<file path="src/rtl/hold_ctrl_pkg.sv">
// Shared definitions for the pipeline hold / redirect controller.
// Holds the hold-level encodings, bus widths, the FSM state encoding and a
// small helper to merge hold levels.
package hold_ctrl_pkg;

  localparam int HOLD_FLAG_BUS = 3;
  localparam int INST_ADDR_BUS = 32;
  localparam int CNT_W         = 3;

  // Pipeline hold levels; a larger value stalls more stages.
  localparam logic [HOLD_FLAG_BUS-1:0] HOLD_NONE = 3'd0;
  localparam logic [HOLD_FLAG_BUS-1:0] HOLD_PC   = 3'd1;
  localparam logic [HOLD_FLAG_BUS-1:0] HOLD_IF   = 3'd2;
  localparam logic [HOLD_FLAG_BUS-1:0] HOLD_ID   = 3'd3;

  typedef enum logic [1:0] {
    ST_RUN   = 2'd0,
    ST_FLUSH = 2'd1,
    ST_HALT  = 2'd2,
    ST_RESET = 2'd3
  } state_e;

  // Hold levels are ordered, so the merged request is simply the larger one.
  function automatic logic [HOLD_FLAG_BUS-1:0] hold_max(
    input logic [HOLD_FLAG_BUS-1:0] a,
    input logic [HOLD_FLAG_BUS-1:0] b
  );
    return (a > b) ? a : b;
  endfunction

endpackage

</file>
<file path="src/rtl/hold_ctrl_if.sv">
// Signal bundle between the pipeline/debug sources and hold_ctrl.
// master : the pipeline side (drives requests, observes hold/redirect)
// slave  : hold_ctrl itself
//   ex_jump_req_i/ex_jump_addr_i : EX branch taken + target
//   ex_hold_req_i, bus_hold_req_i : level stall requests
//   jtag_halt_req_i, jtag_reset_req_i : debugger halt / core reset
//   int_req_i/int_addr_i : interrupt request + handler address
//   jump_flag_o/jump_addr_o : PC redirect, hold_flag_o : hold level
//   flush_o : IF/ID NOP inject, int_ack_o : interrupt taken pulse
//   jtag_halted_o : core halted, jtag_reset_flag_o : force reset PC
interface hold_ctrl_if;
  import hold_ctrl_pkg::*;

  logic                     ex_jump_req_i;
  logic [INST_ADDR_BUS-1:0] ex_jump_addr_i;
  logic                     ex_hold_req_i;
  logic                     bus_hold_req_i;
  logic                     jtag_halt_req_i;
  logic                     jtag_reset_req_i;
  logic                     int_req_i;
  logic [INST_ADDR_BUS-1:0] int_addr_i;

  logic                     jump_flag_o;
  logic [INST_ADDR_BUS-1:0] jump_addr_o;
  logic [HOLD_FLAG_BUS-1:0] hold_flag_o;
  logic                     flush_o;
  logic                     int_ack_o;
  logic                     jtag_halted_o;
  logic                     jtag_reset_flag_o;

  modport master (
    output ex_jump_req_i, ex_jump_addr_i, ex_hold_req_i, bus_hold_req_i,
           jtag_halt_req_i, jtag_reset_req_i, int_req_i, int_addr_i,
    input  jump_flag_o, jump_addr_o, hold_flag_o, flush_o, int_ack_o,
           jtag_halted_o, jtag_reset_flag_o
  );

  modport slave (
    input  ex_jump_req_i, ex_jump_addr_i, ex_hold_req_i, bus_hold_req_i,
           jtag_halt_req_i, jtag_reset_req_i, int_req_i, int_addr_i,
    output jump_flag_o, jump_addr_o, hold_flag_o, flush_o, int_ack_o,
           jtag_halted_o, jtag_reset_flag_o
  );

endinterface

</file>
<file path="src/rtl/hold_ctrl.sv">
// hold_ctrl: pipeline hold, flush and PC-redirect controller.
// Arbitrates EX jumps, interrupts, debugger halt/reset and stall requests.
// Redirect, hold level and interrupt acknowledge are combinational so the PC
// register sees them with zero latency; state, counters and the halted flag
// are registered.
// Ports:
//   clk : core clock (rising edge)
//   rst : asynchronous active-high reset
//   hc  : hold_ctrl_if.slave bundle (requests in, hold/redirect out)
// Parameters:
//   FLUSH_CYCLES : IF/ID bubble cycles after a redirect (1..7)
//   RST_CYCLES   : cycles jtag_reset_flag_o stays asserted (1..7)
module hold_ctrl
  import hold_ctrl_pkg::*;
#(
  parameter int unsigned FLUSH_CYCLES = 2,
  parameter int unsigned RST_CYCLES   = 2
) (
  input  logic        clk,
  input  logic        rst,
  hold_ctrl_if.slave  hc
);

  localparam logic [CNT_W-1:0] FLUSH_LOAD = CNT_W'(FLUSH_CYCLES - 1);
  localparam logic [CNT_W-1:0] RST_LOAD   = CNT_W'(RST_CYCLES - 1);

  state_e                   state_q, state_d;
  logic [CNT_W-1:0]         cnt_q, cnt_d;
  logic                     int_pend_q, int_pend_d;
  logic [INST_ADDR_BUS-1:0] int_vec_q, int_vec_d;
  logic                     jtag_rst_q, jtag_rst_d;
  logic                     halted_q, halted_d;

  logic                     rst_edge_s;
  logic                     int_take_s;
  logic                     jump_take_s;
  logic [HOLD_FLAG_BUS-1:0] hold_base_s;

  logic                     jump_flag_s;
  logic [INST_ADDR_BUS-1:0] jump_addr_s;
  logic [HOLD_FLAG_BUS-1:0] hold_s;
  logic                     flush_s;
  logic                     int_ack_s;

  // Arbitration: which redirect (if any) wins this cycle in RUN.
  always_comb begin
    rst_edge_s = hc.jtag_reset_req_i & ~jtag_rst_q;
    if ((state_q == ST_RUN) && !rst_edge_s) begin
      // An interrupt waits for EX to finish and then pre-empts the EX jump.
      int_take_s  = (int_pend_q | hc.int_req_i) & ~hc.ex_hold_req_i;
      jump_take_s = hc.ex_jump_req_i & ~int_take_s;
    end else begin
      int_take_s  = 1'b0;
      jump_take_s = 1'b0;
    end
  end

  // Next-state, counter and interrupt bookkeeping.
  always_comb begin
    state_d = state_q;
    cnt_d   = cnt_q;
    if (rst_edge_s) begin
      // A debugger reset edge wins in every state and restarts the count.
      state_d = ST_RESET;
      cnt_d   = RST_LOAD;
    end else begin
      case (state_q)
        ST_RUN: begin
          if (int_take_s || jump_take_s) begin
            state_d = ST_FLUSH;
            cnt_d   = FLUSH_LOAD;
          end else if (hc.jtag_halt_req_i) begin
            state_d = ST_HALT;
          end else begin
            state_d = ST_RUN;
          end
        end
        ST_FLUSH: begin
          if (cnt_q == 3'd0) begin
            state_d = hc.jtag_halt_req_i ? ST_HALT : ST_RUN;
          end else begin
            cnt_d = cnt_q - 3'd1;
          end
        end
        ST_HALT: begin
          if (hc.jtag_halt_req_i) begin
            state_d = ST_HALT;
          end else begin
            state_d = ST_RUN;
          end
        end
        ST_RESET: begin
          if (cnt_q == 3'd0) begin
            state_d = ST_RUN;
          end else begin
            cnt_d = cnt_q - 3'd1;
          end
        end
        default: begin
          state_d = ST_RUN;
          cnt_d   = 3'd0;
        end
      endcase
    end

    // A core reset discards any pending interrupt; otherwise the request
    // stays pending until the cycle it is acknowledged.
    if (rst_edge_s || (state_q == ST_RESET)) begin
      int_pend_d = 1'b0;
    end else if (int_take_s) begin
      int_pend_d = 1'b0;
    end else if (hc.int_req_i) begin
      int_pend_d = 1'b1;
    end else begin
      int_pend_d = int_pend_q;
    end

    int_vec_d  = hc.int_req_i ? hc.int_addr_i : int_vec_q;
    jtag_rst_d = hc.jtag_reset_req_i;
    halted_d   = (state_d == ST_HALT);
  end

  // Output decode; forced to zero while rst is asserted.
  always_comb begin
    case (state_q)
      ST_RUN: begin
        if (int_take_s || jump_take_s) begin
          hold_base_s = HOLD_NONE;
        end else if (hc.ex_hold_req_i) begin
          hold_base_s = HOLD_ID;
        end else begin
          hold_base_s = HOLD_NONE;
        end
      end
      ST_FLUSH: hold_base_s = HOLD_NONE;
      ST_HALT:  hold_base_s = HOLD_ID;
      ST_RESET: hold_base_s = HOLD_ID;
      default:  hold_base_s = HOLD_ID;
    endcase

    if (rst) begin
      jump_flag_s = 1'b0;
      jump_addr_s = 32'd0;
      hold_s      = HOLD_NONE;
      flush_s     = 1'b0;
      int_ack_s   = 1'b0;
    end else begin
      jump_flag_s = int_take_s | jump_take_s;
      if (int_take_s) begin
        // A request arriving this cycle carries the freshest handler address.
        jump_addr_s = hc.int_req_i ? hc.int_addr_i : int_vec_q;
      end else if (jump_take_s) begin
        jump_addr_s = hc.ex_jump_addr_i;
      end else begin
        jump_addr_s = 32'd0;
      end
      int_ack_s = int_take_s;
      // The reset-edge cycle already stalls and flushes ahead of RESET.
      flush_s   = int_take_s | jump_take_s | rst_edge_s |
                  (state_q == ST_FLUSH) | (state_q == ST_RESET);
      hold_s    = hold_max(rst_edge_s ? HOLD_ID : hold_base_s,
                           hc.bus_hold_req_i ? HOLD_PC : HOLD_NONE);
    end
  end

  // State registers with asynchronous reset.
  always_ff @(posedge clk or posedge rst) begin
    if (rst) begin
      state_q    <= ST_RUN;
      cnt_q      <= 3'd0;
      int_pend_q <= 1'b0;
      int_vec_q  <= 32'd0;
      jtag_rst_q <= 1'b0;
      halted_q   <= 1'b0;
    end else begin
      state_q    <= state_d;
      cnt_q      <= cnt_d;
      int_pend_q <= int_pend_d;
      int_vec_q  <= int_vec_d;
      jtag_rst_q <= jtag_rst_d;
      halted_q   <= halted_d;
    end
  end

  assign hc.jump_flag_o       = jump_flag_s;
  assign hc.jump_addr_o       = jump_addr_s;
  assign hc.hold_flag_o       = hold_s;
  assign hc.flush_o           = flush_s;
  assign hc.int_ack_o         = int_ack_s;
  assign hc.jtag_halted_o     = halted_q;
  assign hc.jtag_reset_flag_o = (state_q == ST_RESET);

endmodule

</file>
<file path="src/flat_wrapper.sv">
// flat-port wrapper written by rule: the top's interface ports become plain ports
module hold_ctrl_flat import hold_ctrl_pkg::*;
#(
  parameter int unsigned FLUSH_CYCLES = 2,
  parameter int unsigned RST_CYCLES   = 2
)
  (clk, rst, hc_ex_jump_req_i, hc_ex_jump_addr_i, hc_ex_hold_req_i, hc_bus_hold_req_i, hc_jtag_halt_req_i, hc_jtag_reset_req_i, hc_int_req_i, hc_int_addr_i, hc_jump_flag_o, hc_jump_addr_o, hc_hold_flag_o, hc_flush_o, hc_int_ack_o, hc_jtag_halted_o, hc_jtag_reset_flag_o);
  hold_ctrl_if hc_i ();
  input  logic clk;
  input  logic rst;
  input wire logic [$bits(hc_i.ex_jump_req_i)-1:0] hc_ex_jump_req_i;
  input wire logic [$bits(hc_i.ex_jump_addr_i)-1:0] hc_ex_jump_addr_i;
  input wire logic [$bits(hc_i.ex_hold_req_i)-1:0] hc_ex_hold_req_i;
  input wire logic [$bits(hc_i.bus_hold_req_i)-1:0] hc_bus_hold_req_i;
  input wire logic [$bits(hc_i.jtag_halt_req_i)-1:0] hc_jtag_halt_req_i;
  input wire logic [$bits(hc_i.jtag_reset_req_i)-1:0] hc_jtag_reset_req_i;
  input wire logic [$bits(hc_i.int_req_i)-1:0] hc_int_req_i;
  input wire logic [$bits(hc_i.int_addr_i)-1:0] hc_int_addr_i;
  output wire logic [$bits(hc_i.jump_flag_o)-1:0] hc_jump_flag_o;
  output wire logic [$bits(hc_i.jump_addr_o)-1:0] hc_jump_addr_o;
  output wire logic [$bits(hc_i.hold_flag_o)-1:0] hc_hold_flag_o;
  output wire logic [$bits(hc_i.flush_o)-1:0] hc_flush_o;
  output wire logic [$bits(hc_i.int_ack_o)-1:0] hc_int_ack_o;
  output wire logic [$bits(hc_i.jtag_halted_o)-1:0] hc_jtag_halted_o;
  output wire logic [$bits(hc_i.jtag_reset_flag_o)-1:0] hc_jtag_reset_flag_o;
  assign hc_i.ex_jump_req_i = hc_ex_jump_req_i;
  assign hc_i.ex_jump_addr_i = hc_ex_jump_addr_i;
  assign hc_i.ex_hold_req_i = hc_ex_hold_req_i;
  assign hc_i.bus_hold_req_i = hc_bus_hold_req_i;
  assign hc_i.jtag_halt_req_i = hc_jtag_halt_req_i;
  assign hc_i.jtag_reset_req_i = hc_jtag_reset_req_i;
  assign hc_i.int_req_i = hc_int_req_i;
  assign hc_i.int_addr_i = hc_int_addr_i;
  assign hc_jump_flag_o = hc_i.jump_flag_o;
  assign hc_jump_addr_o = hc_i.jump_addr_o;
  assign hc_hold_flag_o = hc_i.hold_flag_o;
  assign hc_flush_o = hc_i.flush_o;
  assign hc_int_ack_o = hc_i.int_ack_o;
  assign hc_jtag_halted_o = hc_i.jtag_halted_o;
  assign hc_jtag_reset_flag_o = hc_i.jtag_reset_flag_o;
  hold_ctrl #(.FLUSH_CYCLES(FLUSH_CYCLES), .RST_CYCLES(RST_CYCLES)) u_core (.clk(clk), .rst(rst), .hc(hc_i));
endmodule
</file>
<file path="config.mk">
export PLATFORM = sky130hd
export DESIGN_NAME = hold_ctrl_flat
export DESIGN_NICKNAME = d
export VERILOG_FILES = /design/src/rtl/hold_ctrl_pkg.sv /design/src/rtl/hold_ctrl_if.sv /design/src/rtl/hold_ctrl.sv /design/src/flat_wrapper.sv
export SDC_FILE = /design/constraint.sdc
export NUM_CORES = 1
export LEC_CHECK = 0
export ABC_AREA = 1
export CORE_UTILIZATION = 42
export CTS_CLUSTER_SIZE = 25
export DETAILED_ROUTE_END_ITERATION = 8
export PLACE_DENSITY = 0.82
export SYNTH_ARGS = -nofsm -noshare
export SYNTH_HDL_FRONTEND = slang
export SYNTH_SLANG_ARGS = --single-unit
</file>
<file path="constraint.sdc">
create_clock -name clk -period 2.85 [get_ports clk]
set_clock_uncertainty 0.1 [all_clocks]
set_input_delay 0.57 -clock clk [delete_from_list [all_inputs] [get_ports clk]]
set_output_delay 0.57 -clock clk [all_outputs]
set_load 0.01 [all_outputs]
</file>
==> results of run 1 <==
[sequential cells by signal, indices dropped and copies added, names as in the netlist]
| register | cells |
|---|---|
| u_core.cnt_q | 3 |
| u_core.hc.jtag_halted_o | 1 |
| u_core.int_pend_q | 1 |
| u_core.int_vec_q | 32 |
| u_core.jtag_rst_q | 1 |
| u_core.state_q | 2 |
[power breakdown]
part / switching [mW] / internal [mW]
Sequential: 0.0482 / 0.651
Combinational: 0.395 / 0.387
Clock: 0.184 / 0.197
Total: 0.627 / 1.23
[per-layer routing]
| metal | track usage [%] | vias to the layer above |
|---|---|---|
| met1 | 26.4 | 1067 |
| met2 | 40.2 | 70 |
| met5 | 0 | - |
| met4 | 6.04 | 0 |
| met3 | 3.76 | 9 |
| li1 | - | 1170 |
[critical path: cells and delay by family]
family | cells | cell delay [ns]
buf+inv | 4 | 1.14
compound gates | 1 | 0.21
simple gates | 2 | 0.19
[layout by cell type (no fill, tap or decap)]
master	instances
nand2_1	114
clkdlybuf4s50_1	71
dfrtp_1	40
dlygate4sd2_1	35
buf_4	32
nor2_2	30
a22oi_2	28
inv_1	11
nor2_1	7
clkbuf_8	6
buf_12	5
a22oi_1	4
inv_2	3
nand3_1	3
o21ai_1	3
dlymetal6s2s_1	3
nor2_4	2
nand2_2	2
nand4_1	2
nor2_8	2
nor3_1	2
ha_1	2
nand3_4	1
or2_1	1
nand4_2	1
o21bai_4	1
a21oi_1	1
nor4_1	1
conb_1	1
clkinvlp_4	1
clkbuf_1	1
buf_2	1
[final cells by class]
type / count / area, um2
Tap cell: 72 / 90.1
Sequential cell: 40 / 1000
Inverter: 14 / 52.6
Clock inverter: 1 / 7.51
Clock buffer: 7 / 86.3
Fill cell: 445 / 1620
Timing Repair Buffer: 147 / 1400
Multi-Input combinational cell: 208 / 1240
[cell families after synthesis]
group	count (synthesis)	synth area share (%)
fa+ha+maj	2	1.04
simple gates	168	32.9
compound gates	37	17.1
flops	40	41.7
other cells	1	0.156
buf+inv	32	7.09
[per-stage QoR]
step           hold WS (ns)  total power, mW  setup WS, ns
3_3_place_gp          0.363             1.46        -0.166
6_report              0.161             1.86        0.0674
4_1_cts               0.154             1.86      -0.00475
5_1_grt               0.178             1.99       0.00621
2_1_floorplan         0.339             1.15         0.249
3_5_place_dp          0.374             1.48        -0.214
[repair_timing]
action	in CTS	in global routing
buffers inserted	3	8
gates resized for setup	38	3
endpoints found under the setup margin	37	4
pin swaps	2	1
[final timing paths]
path,from,to,cells past startpoint
min in group clk,u_core.int_vec_q[1],u_core.int_vec_q[1],2
worst max-delay path,hc_ex_hold_req_i,hc_int_ack_o,7
worst min register to register,u_core.int_vec_q[1],u_core.int_vec_q[1],2
worst max register to register,u_core.cnt_q[0],u_core.cnt_q[1],7
worst min-delay path,rst,u_core.hc.jtag_halted_o,2
max in group asynchronous,rst,u_core.int_vec_q[19],3
==> flow_summary_export.csv, run 1 <==
group,metric,value,unit
outcome,status,"finished, final reports clean",
synthesis,synth.most_common_cell,"nand2_1",
synthesis,synth_edf_count,0,
placed_design,portBuffers,110,
global_route,grt_pass1_wl,10.5,mm
worst_setup_path,cp.arrival,2.11,ns
floorplanning,initial_core_util,43.6,%
placed_design,dp_hpwl,4.64,mm
hold_path,hp-class,"in2async",
timing,finalCritPeriodShare,97.6,%
timing,timing.setup.tns,0,ns
routing,post_drt_wl_per_cell,12.9,um
global_route,grt_overflow,0,
synthesis,synthTopCellsByArea,"dfrtp_1, nand2_1, a22oi_2",
floorplanning,rows,27,
timing,grt_setup_unrepaired,"false",
synthesis,yosys_warnings,0,
routing,drc,0,
cells_and_area,antenna_cells,0,
global_route,grt_start_max_net_pins,33,
synthesis,synthCells,280,
run,maxCapViolations,0,
routing,drt_iter0_markers,103,
timing,max_freq,359,MHz
timing,final_max_slew_viol_count,0,
routing,ant_nets,0,
timing,finalHoldViolations,0,
synthesis,syn_area,0.00240,mm2
routing,via_count,2316,
clock_network,numCtsBuffers,5,
synthesis,synth.top_cells.by_count,"nand2_1, dfrtp_1, nor2_2, a22oi_2, inv_1",
routing,drt-met1-wl,2.74,mm
clock_network,htreeDepth,2,
synthesis,async_flop_share,100,%
routing,wl_met2,3.19,mm
power_and_ir_drop,ir_drop,453,uV
clock_network,ctsHoldBuffers,0,
routing,viasPerCell,4.74,
floorplanning,core-area,0.00551,mm2
clock_network,cts_root_buf,"clkbuf_8",
worst_setup_path,critical_path.slowest_cell,"clkdlybuf4s50_1",
synthesis,synth_top_cell_by_area,"dfrtp_1",
global_route,grt_usage,22.0,%
routing,route.met3.wl,296,um
worst_setup_path,critPathMaxFanout,10,
synthesis,ys_seq_elements,40,
worst_setup_path,cp-start-kind,"input port",
cells_and_area,drive_gt1_share,27.6,%
synthesis,ys_seq_area_share,41.7,%
synthesis,ys_types,27,
routing,highest_layer,"met4",
synthesis,synth_fp_nets,354,
worst_setup_path,cp-end-kind,"primary output",
worst_setup_path,ff2ff_setup_slack,1.31,ns
worst_setup_path,cp_slowest_stage_delay,0.52,ns
placed_design,dp.cells,470,
worst_setup_path,crit_chain,"clkdlybuf4s50_1 > o21bai_4 > nor2_8 > buf_12 > nand2_1 > inv_2 > clkdlybuf4s50_1",
clock_network,clock_latency,0.28,ns
cells_and_area,final_cells,489,
floorplanning,dieArea,0.00602,mm2
power_and_ir_drop,p_per_area,480,mW/mm2
floorplanning,num_io_pins,112,
global_route,grt_pass1_vias,2345,
clock_network,cts_sinks,40,
placed_design,routabilityCongestion,0.814,
synthesis,synth_area_per_cell,8.58,um2
timing,period_needed,2.78,ns
routing,dr.pass1.iters,4,
cells_and_area,finish.utilization,70.5,%
placed_design,placed_area,0.00373,mm2
worst_setup_path,worst-setup-path-type,"in2out",
synthesis,synth_flop_cell,"dfrtp_1",
routing,wirelength,6.32,mm
cells_and_area,areaGrowthSynthToFinish,61.7,%
synthesis,yosys.area.top_type_share,41.7,%
worst_setup_path,crit_top_cell,"clkdlybuf4s50_1",
cells_and_area,stdcell_area,0.00388,mm2
clock_network,cts.clk_slew.worst_paths,0.07,ns
floorplanning,die_h,77.6,um
timing,setup_viol,0,
power_and_ir_drop,p_leak,1.93,nW
clock_network,cts_tree,"built",
worst_setup_path,worst_ep_required_time,2.18,ns
cells_and_area,nets,490,
floorplanning,die_w,77.6,um
clock_network,cts_buffer_depth,2,
global_route,antenna_found_initial,0,
Note: power is estimated with default switching activity, not from simulation.
==> run 2: changes to the inputs <==
--- a/config.mk
+++ b/config.mk
@@ -7,6 +7,7 @@
 export LEC_CHECK = 0
 export ABC_AREA = 1
 export CORE_UTILIZATION = 42
+export CTS_CLUSTER_DIAMETER = 120
 export CTS_CLUSTER_SIZE = 25
 export DETAILED_ROUTE_END_ITERATION = 8
 export PLACE_DENSITY = 0.82
==> results of run 2 <==
The final DEF is identical to that of run 1; final timing and power are the same.
==> run 3: changes to the inputs <==
--- a/config.mk
+++ b/config.mk
@@ -11,6 +11,7 @@
 export CTS_CLUSTER_SIZE = 25
 export DETAILED_ROUTE_END_ITERATION = 8
 export PLACE_DENSITY = 0.82
+export SLEW_MARGIN = 20
 export SYNTH_ARGS = -nofsm -noshare
 export SYNTH_HDL_FRONTEND = slang
 export SYNTH_SLANG_ARGS = --single-unit
==> results of run 3 <==
The final DEF is identical to that of run 1; final timing and power are the same.
